<file path="config.mk">
export PLATFORM = sky130hd
export DESIGN_NAME = pong_game_sequencer
export DESIGN_NICKNAME = d
export VERILOG_FILES = /design/src/rtl/pong_game_sequencer.sv
export SDC_FILE = /design/constraint.sdc
export NUM_CORES = 1
export LEC_CHECK = 0
export BUFFER_PORTS_ARGS = -buffer_cell sky130_fd_sc_hd__buf_4
export CAP_MARGIN = 30
export CORE_UTILIZATION = 25
export DETAILED_ROUTE_END_ITERATION = 7
export SLEW_MARGIN = 30
export SYNTH_ARGS = -nofsm -noshare
export SYNTH_HDL_FRONTEND = slang
export SYNTH_SLANG_ARGS = --single-unit
</file>
<file path="constraint.sdc">
create_clock -name CLK -period 3 [get_ports CLK]
set_clock_uncertainty 0.1 [all_clocks]
set_input_delay 0.3 -clock CLK [delete_from_list [all_inputs] [get_ports CLK]]
set_output_delay 0.3 -clock CLK [all_outputs]
set_load 0.03 [all_outputs]
</file>
<file path="src/rtl/pong_game_sequencer.sv">
// Game-flow controller for ShadyPong: sequences attract/serve/play/point/game-over,
// gates per-frame ball/paddle steps, keeps scores and decides the winner.
module pong_game_sequencer #(
  parameter int WIN_SCORE    = 7,
  parameter int SERVE_FRAMES = 60,
  parameter int POINT_FRAMES = 90,
  parameter int OVER_FRAMES  = 300,
  parameter int CNT_W        = 9
) (
  input  logic       CLK,
  input  logic       rst_n,
  input  logic       frame_tick,
  input  logic [3:0] btns,
  input  logic       miss_left,
  input  logic       miss_right,
  output logic       ball_step_en,
  output logic       paddle_step_en,
  output logic       ball_hold,
  output logic       serve_dir,
  output logic [3:0] score_p1,
  output logic [3:0] score_p2,
  output logic [2:0] phase,
  output logic       winner
);

  typedef enum logic [2:0] {
    IDLE  = 3'd0,
    SERVE = 3'd1,
    PLAY  = 3'd2,
    POINT = 3'd3,
    OVER  = 3'd4
  } state_t;

  localparam logic [3:0]       WIN     = 4'(WIN_SCORE);
  localparam logic [CNT_W-1:0] SERVE_N = CNT_W'(SERVE_FRAMES);
  localparam logic [CNT_W-1:0] POINT_N = CNT_W'(POINT_FRAMES);
  localparam logic [CNT_W-1:0] OVER_N  = CNT_W'(OVER_FRAMES);

  state_t           state_q, state_d;
  logic [CNT_W-1:0] cnt_q, cnt_d, cnt_inc;
  logic [3:0]       p1_d, p2_d;
  logic             dir_d, winner_d;
  logic             btns_any_q;
  logic             btn_press;
  logic             any_miss;

  assign btn_press = (|btns) & ~btns_any_q;
  assign any_miss  = miss_left | miss_right;
  assign cnt_inc   = cnt_q + CNT_W'(1);
  assign phase     = state_q;

  // NOTE: every variable gets its hold value first, so no path through the case leaves one unassigned (no latch).
  always_comb begin
    state_d  = state_q;
    cnt_d    = cnt_q;
    p1_d     = score_p1;
    p2_d     = score_p2;
    dir_d    = serve_dir;
    winner_d = winner;
    case (state_q)
      IDLE: if (btn_press) begin
        state_d = SERVE;
        cnt_d   = '0;
        p1_d    = '0;
        p2_d    = '0;
      end
      SERVE: if (frame_tick) begin
        if (cnt_inc == SERVE_N) begin
          state_d = PLAY;
          cnt_d   = '0;
        end else begin
          cnt_d = cnt_inc;
        end
      end
      PLAY: if (any_miss) begin
        // A double miss is a void rally: nobody scores, serve side stays.
        state_d = POINT;
        cnt_d   = '0;
        if (miss_right && !miss_left) begin
          if (score_p1 != WIN) p1_d = score_p1 + 4'd1;
          dir_d = 1'b1;
        end else if (miss_left && !miss_right) begin
          if (score_p2 != WIN) p2_d = score_p2 + 4'd1;
          dir_d = 1'b0;
        end
      end
      POINT: if (frame_tick) begin
        if (cnt_inc == POINT_N) begin
          cnt_d = '0;
          if (score_p1 == WIN || score_p2 == WIN) begin
            state_d  = OVER;
            winner_d = (score_p2 == WIN);
          end else begin
            state_d = SERVE;
          end
        end else begin
          cnt_d = cnt_inc;
        end
      end
      OVER: begin
        if (btn_press && cnt_q == OVER_N) begin
          state_d = IDLE;
          cnt_d   = '0;
        end else if (frame_tick && cnt_q != OVER_N) begin
          cnt_d = cnt_inc;
        end
      end
      default: begin
        state_d = IDLE;
        cnt_d   = '0;
      end
    endcase
  end

  // NOTE: sequential state uses non-blocking assignments so all registers see pre-edge values.
  always_ff @(posedge CLK or negedge rst_n) begin
    if (!rst_n) begin
      state_q        <= IDLE;
      cnt_q          <= '0;
      score_p1       <= '0;
      score_p2       <= '0;
      serve_dir      <= 1'b0;
      winner         <= 1'b0;
      ball_hold      <= 1'b1;
      ball_step_en   <= 1'b0;
      paddle_step_en <= 1'b0;
      // Preset high so buttons held through reset are not seen as a press.
      btns_any_q     <= 1'b1;
    end else begin
      state_q        <= state_d;
      cnt_q          <= cnt_d;
      score_p1       <= p1_d;
      score_p2       <= p2_d;
      serve_dir      <= dir_d;
      winner         <= winner_d;
      ball_hold      <= (state_d != PLAY);
      ball_step_en   <= frame_tick && (state_q == PLAY) && !any_miss;
      paddle_step_en <= frame_tick && (state_q == SERVE || state_q == PLAY);
      btns_any_q     <= |btns;
    end
  end

endmodule

</file>
==> results.toml <==
[global_routing]
antenna_found_initial = 0
first_global_vias = 1435
grt_max_degree = 27
grt_pass1_wl_microns = 6690
grtUsageTotal_pct = 11.4
grt-ovfl-total = 0

[logic_synthesis]
synth.ff_latch_count = 26
synthTopCellsByArea = "dfrtp_1 (35%), ha_1 (6.5%), nand2_1 (3.9%)"
yosysWarnings = 0
synth_top_area_cell = "dfrtp_1"
synth_cell_types = 51
async_flop_share_pct = 100
synth_top_area_share_pct = 34.5
netlist_area_sq_um = 1740
synth_cells = 190
ys_seq_area_share_pct = 37.5
synth_edf_count = 0
synthFlopType = "dfrtp_1"
synth_area_per_cell_sq_um = 9.16
syn_nets = 208

[placed_design]
dp_slack_ns = 0.647
place.port_buffers = 24
placed_cells = 289
place_congestion = 0.808
hpwl_microns = 2910

[hold_path]
hold_depth = 3
hold_path_class = "in2reg"

[cells_and_area]
final_cell_mix = "buf_4 (28), dfrtp_1 (24), nand2_1 (18), inv_1 (13), nand3_1 (13)"
area_delta_synth_final_pct = 19.6
drive_gt1_share_pct = 22.0
post-route-util_pct = 30.8
stdcell_count = 294
antenna_cells = 0
final_nets = 233
final_common_cell = "buf_4"

[sta]
finalSetupTns_ns = 0
worst_hold_slack_ns = 0.157
max_freq_mhz = 425
period_needed_ns = 2.36
hold_violations = 0
worst_pin_slew_ns = 0.571
relSlewSlack_pct = 61.6
rsz0062_at_grt = "false"
min_period_over_period_pct = 78.5
setup_ws_ns = 0.644
setup_viol = 0
slew_viol_final = 0

[cts]
path_clk_slew_ns = 0.10
cts_max_level = 1
clk_latency_ns = 0.28
cts_buffers = 3
cts_tree = "yes"
post_cts_buffers = 0
clk_path_buf_depth = 2
cts-root-buf = "clkbuf_8"
cts.sinks = 26

[detailed_routing]
drt_wl_total_microns = 3940
via_per_inst = 5.05
dr.first_iter.drc_count = 69
detail-route-antenna-nets = 0
wl_per_cell_microns = 13.4
route.detailed.drc = 0
dr.pass1.iters = 4
vias = 1484

[worst_setup_path]
critPathKind = "reg2reg"
ff2ff_path_depth = 7
crit_path_end_kind = "flip-flop"
crit_path_max_fanout = 9
crit_arrival_ns = 2.42
crit_required_ns = 3.06
startpoint_type = "flip-flop"

[floorplan]
start_util_pct = 25.8
core_sq_um = 6760
die_x_microns = 85.4
die-area_sq_um = 7300
die_h_microns = 85.4
ios = 25
rows = 30

[power]
p_leak_nw = 0.928
irDropWorstVdd_v = 0.000208
p_per_area_nw_per_um2 = 497

[flow_run]
maxCapViolations = 0

[outcome]
status = "finished, final reports clean"
-- registers in the layout, summed over array words and instances, names as in the netlist --
signal and count:
cnt_q 9, score_p1 4, score_p2 4, phase 3
ball_hold 1, ball_step_en 1, btns_any_q 1, paddle_step_en 1
serve_dir 1, winner 1
-- worst paths after layout --
kind / from / end / slack, ns
min in group asynchronous: rst_n / score_p1[0] / 0.35
min: frame_tick / ball_step_en / 0.16
max in group asynchronous: rst_n / ball_hold / 2.15
min reg2reg: serve_dir / serve_dir / 0.42
max: cnt_q[0] / winner / 0.64
max reg2reg: cnt_q[0] / winner / 0.64
-- critical path, cell delays in order, from the launching register on --
cell and delay (ns):
dfrtp_1 0.46, ha_1 0.36, xor2_1 0.19, and4_1 0.23, o221ai_1 0.15, and4bb_1 0.31, nand2_1 0.10, mux2_1 0.33
-- cell families (layout without fill, tap and decap cells) --
group	Yosys count	after routing	synth area share, %
and+or+nand+nor	83	83	25.6
AOI/OAI and AO/OA	38	38	17.9
DFF	26	26	37.5
buffers and inverters	22	46	5.75
adders and majority gates	9	9	6.47
xor gates and xnor gates	6	6	3.02
muxes	6	6	3.74
-- repair_timing --
action / CTS / global route
hold buffers: 1 / 0
hold endpoints to repair: 24 / 0
resized for setup: 0 / 0
-- power breakdown --
group | switching, mW | internal [mW] | total, mW
combinational | 0.142 | 0.111 | 0.254
clock | 0.120 | 0.179 | 0.299
sequential | 0.0875 | 0.394 | 0.481
total | 0.350 | 0.684 | 1.03
-- per-stage QoR --
step | power, mW | area (sq um)
finish | 1.03 | 2080
global route | 1.10 | 2080
CTS | 1.04 | 2080
detailed placement | 0.739 | 2000
global placement | 0.736 | 2000
floorplan | 0.670 | 1740
-- per-layer routing --
metal	up-vias	global-route usage (%)	wire length, microns	part of all wire, %
met5	-	0	0	0
met4	0	5.15	65	1.7
met3	5	1.26	174	4.4
met2	35	18.4	1820	46
met1	712	15.2	1880	48
li1	732	-	-	-
-- cell type report --
class,instances,area (sq um)
clock buffers,3,41.3
clock inverters,1,30.0
fillers,703,4680
inverters,13,48.8
multi-input cells,142,987
flip-flops and latches,26,653
well taps,80,100
repair buffers,29,220
-- cells in the mapped netlist, types with 3 or more instances --
| library cell | number |
|---|---|
| buf_2 | 5 |
| nor2_1 | 12 |
| dfrtp_1 | 24 |
| a31oi_1 | 3 |
| o21bai_1 | 3 |
| nor3b_1 | 3 |
| inv_1 | 13 |
| buf_4 | 3 |
| and2_1 | 3 |
| ha_1 | 9 |
| nand2_1 | 18 |
| mux2_2 | 3 |
| o22ai_1 | 4 |
| a21oi_1 | 3 |
| nand3_1 | 13 |
| o21ai_0 | 7 |
| nor3_1 | 4 |
| nand4_1 | 8 |
| and3_1 | 6 |
| nand2b_1 | 3 |
| o2bb2ai_1 | 3 |
| xor2_1 | 4 |
No activity file was read; power rests on OpenSTA's default activity.
